`src/rtl/fetch_unit.sv`:
```
// Instruction fetch stage: issues imem reads under a credit limit, buffers responses in a
// prefetch FIFO, and handles decoder redirects. Optional FETCH_MISALIGN_CHECK_EN flags misaligned targets.
module fetch_unit #(
    parameter int unsigned            DATA_WIDTH = 32,
    parameter logic [DATA_WIDTH-1:0]  RESET_PC   = 32'h0000_0000,
    parameter int unsigned            FIFO_DEPTH = 2,
    parameter logic [DATA_WIDTH-1:0]  NOP_INSTR  = 32'h0000_0013
) (
    input  logic                  clk_i,
    input  logic                  rst_ni,
    output logic                  imem_req_o,
    output logic [DATA_WIDTH-1:0] imem_addr_o,
    input  logic                  imem_gnt_i,
    input  logic                  imem_rvalid_i,
    input  logic [DATA_WIDTH-1:0] imem_rdata_i,
    input  logic                  pc_sel_i,
    input  logic [DATA_WIDTH-1:0] branch_target_i,
    input  logic                  id_ready_i,
    output logic                  instr_valid_o,
    output logic [DATA_WIDTH-1:0] instr_o,
    output logic [DATA_WIDTH-1:0] pc_o,
    output logic                  misalign_o
);

    localparam int unsigned PW = $clog2(FIFO_DEPTH);
    localparam int unsigned CW = PW + 1;
    localparam logic [DATA_WIDTH-1:0] INC = DATA_WIDTH'(4);

    typedef enum logic [0:0] {StRun, StWaitGnt} state_e;

    state_e                state_q, state_d;
    logic [DATA_WIDTH-1:0] fetch_pc_q, fetch_pc_d;
    logic [DATA_WIDTH-1:0] target_q, target_d;
    logic [DATA_WIDTH-1:0] resp_pc_q, resp_pc_d;
    logic [CW-1:0]         outst_q, outst_d;
    logic [CW-1:0]         discard_q, discard_d;
    logic                  active_q;

    logic [DATA_WIDTH-1:0] fifo_instr_q [FIFO_DEPTH];
    logic [DATA_WIDTH-1:0] fifo_pc_q    [FIFO_DEPTH];
    logic [PW-1:0]         wr_ptr_q, rd_ptr_q;
    logic [CW-1:0]         count_q;

    logic                  gnt_acc, rv_acc, push, pop, fifo_empty, fifo_full, credit_ok;
    logic [DATA_WIDTH-1:0] target;

`ifdef FETCH_MISALIGN_CHECK_EN
    logic mis_q, mis_d, halt_q, halt_d;
    assign target = branch_target_i;
`else
    logic unused_target_lsb;
    assign target            = {branch_target_i[DATA_WIDTH-1:2], 2'b00};
    assign unused_target_lsb = ^branch_target_i[1:0];
`endif

    assign fifo_empty = (count_q == '0);
    assign fifo_full  = (count_q == CW'(FIFO_DEPTH));
    assign credit_ok  = ({1'b0, outst_q} + {1'b0, count_q}) < (CW + 1)'(FIFO_DEPTH);

`ifdef FETCH_MISALIGN_CHECK_EN
    assign imem_req_o = (state_q == StWaitGnt) ||
                        (state_q == StRun && active_q && credit_ok && !halt_q);
`else
    assign imem_req_o = (state_q == StWaitGnt) || (state_q == StRun && active_q && credit_ok);
`endif
    assign imem_addr_o = fetch_pc_q;

    assign gnt_acc = imem_req_o && imem_gnt_i;
    // A response with nothing outstanding (e.g. left over from before reset) is ignored.
    assign rv_acc  = imem_rvalid_i && (outst_q != '0);
    assign push    = rv_acc && (discard_q == '0) && !pc_sel_i;
    assign pop     = !fifo_empty && id_ready_i && !pc_sel_i;

    always_comb begin
        state_d    = state_q;
        fetch_pc_d = fetch_pc_q;
        target_d   = target_q;
        resp_pc_d  = resp_pc_q;
        outst_d    = outst_q + CW'(gnt_acc) - CW'(rv_acc);
        discard_d  = discard_q - CW'(rv_acc && (discard_q != '0));
`ifdef FETCH_MISALIGN_CHECK_EN
        mis_d      = mis_q && !id_ready_i;
        halt_d     = halt_q;
`endif
        if (push) begin
            resp_pc_d = resp_pc_q + INC;
        end

        unique case (state_q)
            StRun: begin
                if (gnt_acc) begin
                    fetch_pc_d = fetch_pc_q + INC;
                end
            end
            StWaitGnt: begin
                // The granted request belongs to the old path; its data is dropped.
                if (gnt_acc) begin
                    state_d    = StRun;
                    fetch_pc_d = target_q;
                    resp_pc_d  = target_q;
                    discard_d  = discard_d + CW'(1);
                end
            end
            default: state_d = StRun;
        endcase

        if (pc_sel_i) begin
            discard_d = outst_q + CW'(gnt_acc) - CW'(rv_acc);
`ifdef FETCH_MISALIGN_CHECK_EN
            mis_d  = 1'b0;
            halt_d = 1'b0;
            if (|branch_target_i[1:0]) begin
                state_d  = StRun;
                target_d = target;
                mis_d    = 1'b1;
                halt_d   = 1'b1;
            end else
`endif
            if (imem_req_o && !imem_gnt_i) begin
                state_d  = StWaitGnt;
                target_d = target;
            end else begin
                state_d    = StRun;
                fetch_pc_d = target;
                resp_pc_d  = target;
            end
        end
    end

    always_ff @(posedge clk_i or negedge rst_ni) begin
        if (!rst_ni) begin
            state_q    <= StRun;
            fetch_pc_q <= RESET_PC;
            target_q   <= RESET_PC;
            resp_pc_q  <= RESET_PC;
            outst_q    <= '0;
            discard_q  <= '0;
            active_q   <= 1'b0;
        end else begin
            state_q    <= state_d;
            fetch_pc_q <= fetch_pc_d;
            target_q   <= target_d;
            resp_pc_q  <= resp_pc_d;
            outst_q    <= outst_d;
            discard_q  <= discard_d;
            active_q   <= 1'b1;
        end
    end

`ifdef FETCH_MISALIGN_CHECK_EN
    always_ff @(posedge clk_i or negedge rst_ni) begin
        if (!rst_ni) begin
            mis_q  <= 1'b0;
            halt_q <= 1'b0;
        end else begin
            mis_q  <= mis_d;
            halt_q <= halt_d;
        end
    end
`endif

    always_ff @(posedge clk_i or negedge rst_ni) begin
        if (!rst_ni) begin
            wr_ptr_q <= '0;
            rd_ptr_q <= '0;
            count_q  <= '0;
            for (int i = 0; i < FIFO_DEPTH; i++) begin
                fifo_instr_q[i] <= NOP_INSTR;
                fifo_pc_q[i]    <= RESET_PC;
            end
        end else if (pc_sel_i) begin
            wr_ptr_q <= '0;
            rd_ptr_q <= '0;
            count_q  <= '0;
        end else begin
            if (push) begin
                fifo_instr_q[wr_ptr_q] <= imem_rdata_i;
                fifo_pc_q[wr_ptr_q]    <= resp_pc_q;
                wr_ptr_q               <= wr_ptr_q + PW'(1);
            end
            if (pop) begin
                rd_ptr_q <= rd_ptr_q + PW'(1);
            end
            count_q <= count_q + CW'(push) - CW'(pop);
        end
    end

    always_comb begin
        instr_valid_o = !fifo_empty;
        instr_o       = fifo_empty ? NOP_INSTR : fifo_instr_q[rd_ptr_q];
        pc_o          = fifo_pc_q[rd_ptr_q];
        misalign_o    = 1'b0;
`ifdef FETCH_MISALIGN_CHECK_EN
        if (mis_q) begin
            instr_valid_o = 1'b1;
            instr_o       = NOP_INSTR;
            pc_o          = target_q;
            misalign_o    = 1'b1;
        end
`endif
    end

    a_no_overflow: assert property (@(posedge clk_i) disable iff (!rst_ni)
        !(push && fifo_full && !pop));

endmodule

```
`config.mk`:
```
export PLATFORM = sky130hd
export DESIGN_NAME = fetch_unit
export DESIGN_NICKNAME = d
export VERILOG_FILES = /design/src/rtl/fetch_unit.sv
export SDC_FILE = /design/constraint.sdc
export NUM_CORES = 1
export LEC_CHECK = 0
export ABC_AREA = 1
export BUFFER_PORTS_ARGS = -buffer_cell sky130_fd_sc_hd__buf_4
export CAP_MARGIN = 25
export CORE_AREA = 2 2 152 154
export DETAILED_ROUTE_END_ITERATION = 10
export DIE_AREA = 0 0 154 156
export GPL_ROUTABILITY_DRIVEN = 0
export PLACE_DENSITY = 0.76
export REMOVE_ABC_BUFFERS = 1
export SLEW_MARGIN = 30
export SYNTH_ARGS = -nofsm -noshare
export SYNTH_HDL_FRONTEND = slang
export SYNTH_SLANG_ARGS = --single-unit
```
`constraint.sdc`:
```
create_clock -name clk_i -period 3.95 [get_ports clk_i]
set_clock_uncertainty 0.05 [all_clocks]
set_input_delay 0.1975 -clock clk_i [delete_from_list [all_inputs] [get_ports clk_i]]
set_output_delay 0.1975 -clock clk_i [all_outputs]
set_load 0.05 [all_outputs]
```
# After elaboration in Yosys (flattened, before gate mapping)

Index checks and enable logic that the tools add are counted.

$add $sub $neg: 11
Order comparisons: 4
Mux-type cells: 33
Bitwise logic cells: 4
Reduce and logical (&&, ||, !) cells: 23

Operator list:

| operator                | count |
|---|---|
| $mux W32                | 17 |
| $bwmux W64              | 2 |
| $add A32 B3 Y32 const B | 2 |
| $pmux W32 S2            | 1 |
| $demux W32 S1           | 1 |
| $logic_and A1 B1 Y1     | 11 |
| $mux W1                 | 8 |
| $mux W2                 | 4 |
| $reduce_bool A2 Y1      | 4 |
| $sub A2 B1 Y2           | 3 |
| $add A2 B1 Y2           | 2 |
| $ge A2 B2 Y1 const B    | 2 |
| $logic_not A2 Y1        | 2 |
| $not A1 Y2              | 2 |
| $reduce_and A2 Y1       | 2 |
| $add A2 B2 Y3           | 1 |
| $logic_not A1 Y1        | 3 |
| $lt A3 B2 Y1 const B    | 1 |
| $add A1 B1 Y1 const B   | 2 |
| $add A2 B1 Y2 const B   | 1 |
| $lt A2 B1 Y1 const B    | 1 |
| $not A1 Y1              | 2 |
| $logic_or A1 B1 Y1      | 1 |

Register bits after elaboration: 232
Word-level logic and storage cells: 89

# Depth between registers and ports, before layout

Depth after elaboration: 9
Mapped depth: 14
Mapped depth without buffers: 14

# Worst setup path before layout

OpenSTA, ideal clock, no wires.

Kind: reg2reg
Start: register outst_q[0]
End: register discard_q[1]
Library setup time: 0.116 ns
Arrival time: 2.262 ns
Required time: 3.784 ns
Setup slack: 1.521 ns
Stages on the path, launching flop included: 15
Clock period less this slack: 2.429 ns
Cell sequence: dfrtp_1 nand2_1 inv_1 fa_1 nor2_1 nand2_1 nand2_2 nand2_2 nand2_1 nand2_1 ha_1 xnor2_1 xor2_1 nand2_1 nand2_1

Longest elaborated chain between the ends: 8
Elaborated cells between the ends (all ways): 15
Classes of those cells: add/sub: 5; order compare: 1; mux: 3; reduce/logical: 6

RTL lines:

| what                     | line | RTL |
|---|---|---|
| start: declaration       | 35   | `logic [CW-1:0] outst_q, outst_d;` |
| start signal: assignment | 144  | `outst_q <= outst_d;` |
| $add A2 B2 Y3            | 58   | `assign credit_ok = ({1'b0, outst_q} + {1'b0, count_q}) < (CW + 1)'(FIFO_DEPTH);` |
| $lt A3 B2 Y1             | 58   |  |
| $logic_and A1 B1 Y1      | 64   | `assign imem_req_o = (state_q == StWaitGnt) \|\| (state_q == StRun && active_q && credit_ok);` |
| $logic_or A1 B1 Y1       | 64   |  |
| named net imem_req_o     | 11   | `output logic imem_req_o,` |
| $logic_and A1 B1 Y1      | 68   | `assign gnt_acc = imem_req_o && imem_gnt_i;` |
| $add A2 B1 Y2            | --   |  |
| $sub A2 B1 Y2            | --   |  |
| named net outst_d[1]     | 35   |  |
| $mux W2                  | 107  | `if (pc_sel_i) begin` |
| named net discard_d[1]   | 36   | `logic [CW-1:0] discard_q, discard_d;` |
| end signal: assignment   | 145  | `discard_q <= discard_d;` |
| end: declaration         | 36   |  |

The timed path passes the listed nets, and every way through them passes these cells.
A chain may end at the register's enable or synchronous reset.

# Final worst setup path

Start: register count_q[0]
End: register discard_q[1]

Longest elaborated chain between the ends: 8
Elaborated cells between the ends (all ways): 10
Classes of those cells: add/sub: 3; order compare: 1; mux: 3; reduce/logical: 3

RTL lines:

| what                     | line | RTL |
|---|---|---|
| start: declaration       | 42   | `logic [CW-1:0] count_q;` |
| start signal: assignment | 184  | `count_q <= count_q + CW'(push) - CW'(pop);` |
| $add A2 B2 Y3            | 58   |  |
| $lt A3 B2 Y1             | 58   |  |
| $logic_and A1 B1 Y1      | 64   |  |
| $logic_or A1 B1 Y1       | 64   |  |
| $logic_and A1 B1 Y1      | 68   |  |
| $add A2 B1 Y2            | --   |  |
| $sub A2 B1 Y2            | --   |  |
| named net outst_d[1]     | 35   |  |
| $mux W2                  | 107  |  |
| named net discard_d[1]   | 36   |  |

The timed path passes the listed nets, and every way through them passes these cells.

==> out/qor.yml <==
seqCellArea_um2: 5814
whs_endpoint: "imem_addr_o[9]"
dieHeight_um: 156
grt_max_degree: 76
design_area_um2: 15070
setup_viol: 0
synth_ff_type: "dfrtp_1"
grt_overflow: 0
ys_types: 41
dpl_cell_area_um2: 13510
clkTransAtPathRegs_ps: 60
wl_per_cell_um: 15.41
min_path_type: "primary input to flop"
first_global_vias: 10640
fmax_mhz: 330.7
multi_input_area_um2: 5341
status: "finished, final reports clean"
post-route-period-util_pct: 76.56
fp.dieW_um: 154
row_count: 55
cts_sinks: 232
dp.cells: 1958
boundaryPins: 169
rsz0062_at_grt: "false"
worstPathMaxFanout: 35
synth_area_leaders: "dfrtp_1, nand2_1, a21oi_1"
arrival_ps: 3430
synthCells: 1573
filler_cell_count: 1818
yosysTopAreaCell: "dfrtp_1"
worstHoldStart: "imem_gnt_i"
path_class: "flop to flop"
power_mw: 11.52
start_kind: "flop"
numCtsBuffers: 26
dieArea_um2: 24020
cts_tree: "yes"
relSlewSlack_pct: 35.95
p_per_area_nw_per_um2: 764.7
maxSlewViolCount: 0
endpoint_kind: "flop"
initial_utilization_pct: 54.16
clock_latency_ps: 520
cap_violations: 0
hpwl_um: 21030
clk_path_buf_depth: 3
regToRegSetupSlack_ps: 930
grt.total_usage_pct: 26.41
drc: 0
num_antenna_cells: 0
first_pass_iters: 6
cts-root-buf: "clkbuf_16"
r2r.worst_path.cells: 14
io_buffers: 165
r2r-start: "count_q[0]"
h-tree-depth: 1
p_leak_nw: 7.475
via_per_inst: 5.422
ant_nets: 0
synth_top_area_share_pct: 46.69
fin_nets: 1844
postRouteWirelength_um: 31940
required_ps: 4360
worstMarginPinSlew_ps: 959.3
netlist_area_um2: 12110
grt_pass1_wl_um: 52290
final_layout_size_suffix_gt1_share_pct: 15.50
hold_violations: 0
hold_depth: 4
fin_crit_ps: 3024
ys_ff_latch: 232
setup-tns-final_ps: 0
core_area_um2: 22370
routed-via-count: 11240
instances_no_fill: 2072
vdd_drop_max_mv: 0.5795
syn_avg_cell_area_um2: 7.700
drtIter0Drc: 1026
area_growth_pct: 24.40
worst_r2r_endpoint: "discard_q[1]"
antenna_found_initial: 0
ys_seq_area_share_pct: 47.99
async_reset_ff_share_pct: 100.0
ys_warn_count: 0
synth_enable_flop_cells: 0
==> layout by cell type, fill, tap and decap left out, drive strengths merged <==
cell type,count
a21o,1
a21oi,138
a31oi,13
buf,182
bufinv,4
clkbuf,41
clkinv,3
clkinvlp,2
conb,2
dfrtp,226
dfstp,6
dlygate4sd3,66
fa,1
ha,6
inv,145
mux2,28
nand2,475
nand3,85
nand3b,3
nand4,21
nor2,121
nor3,13
o211ai,3
o21ai,185
o21bai,3
o22ai,1
or2,3
xnor2,3
xor2,7
==> cells in the mapped netlist (6+ instances only) <==
library cell  count
nand2_2           8
nor2_4            7
a21oi_1         134
inv_1           140
buf_2            32
buf_1             7
a31oi_1          13
ha_1              6
o21ai_0          97
nor2_2           10
mux2_1           26
dfstp_2           6
nand3_1          81
buf_4             8
clkbuf_1         30
dfrtp_1         226
nand2_1         467
nor3_1           12
o21ai_1          88
nor2_1          103
nand4_1          20
xor2_1            7
inv_2             6
==> per-layer routing <==
layer	part of all wire (%)	GRT usage [%]	wire length, um	vias up
li1	-	-	-	5503
met4	2.4	7.254	780	0
met3	6.4	2.806	2036	69
met1	45	37.38	14220	5240
met5	0	0	0	-
met2	47	43.63	14900	423
==> logic make-up (layout without fill, tap and decap cells) <==
| logic type | after synthesis | count (layout) | synth area share [%] |
|---|---|---|---|
| flops | 232 | 232 | 47.99 |
| other cells | 2 | 2 | 0.06200 |
| fa+ha+maj | 7 | 7 | 0.7850 |
| compound gates | 344 | 344 | 14.63 |
| xor+xnor | 10 | 10 | 0.7231 |
| mux | 28 | 28 | 2.603 |
| buf+inv | 229 | 443 | 7.995 |
| simple gates | 721 | 721 | 25.21 |
==> report_power, final <==
part / leakage (nW) / internal [mW] / switching, mW
clock network: 0.428 / 1.57 / 0.942
registers: 2.86 / 3.33 / 0.777
logic: 4.19 / 1.56 / 3.33
total: 7.47 / 6.47 / 5.05
==> worst max-delay path: stages (launching register included) <==
cell and delay (ps):
dfrtp_1 420, nand2_1 70, inv_1 40, fa_1 430
nor2_1 120, nand2_1 130, nand2_2 140, nand2_2 440
nand2_1 290, nand2_1 80, ha_1 190, xnor2_1 190
xor2_1 220, nand2_1 70, nand2_1 60
==> state kept, by name, indices dropped and copies added (netlist names) <==
name,flops
discard_q,2
wr_ptr_q,1
imem_addr_o,32
resp_pc_q,32
fifo_instr_q,64
outst_q,2
target_q,30
rd_ptr_q,1
state_q,1
count_q,2
active_q,1
fifo_pc_q,64
==> metrics by stage <==
stage | hold WS (ps) | setup WS (ps) | util [%]
after global routing | 163.6 | 621.4 | 67.37
final | 113.8 | 925.9 | 67.37
after detailed placement | 129.9 | 1057 | 60.40
after CTS | 93.80 | 945.0 | 67.37
after global placement | 353.8 | 1112 | 60.16
after floorplan | -148.1 | 124.8 | -
==> worst max path at each step <==
stage	from	cells after the start	slack, ps	end
floorplan	rd_ptr_q	2	120	pc_o[2]
global placement	outst_q[0]	13	1110	imem_addr_o[21]
detailed placement	count_q[0]	13	1060	imem_addr_o[21]
CTS	count_q[0]	14	950	discard_q[1]
global route	count_q[0]	14	620	discard_q[1]
finish	count_q[0]	14	930	discard_q[1]
==> timing repair <==
item | 4_1_cts | 5_1_grt
resized for setup | 0 | 0
buffers inserted | 0 | 0
hold buffers | 66 | 0
hold endpoints to repair | 221 | 0
==> final cells by class <==
cell class	count	share of cell area (%)
Clock buffer	41	5.032
Sequential cell	232	38.59
Tap cell	285	2.367
Timing Repair Buffer	248	13.93
Clock inverter	7	0.9300
Inverter	147	3.703
Multi-Input combinational cell	1112	35.45
Power figures use the tool's default switching activity.
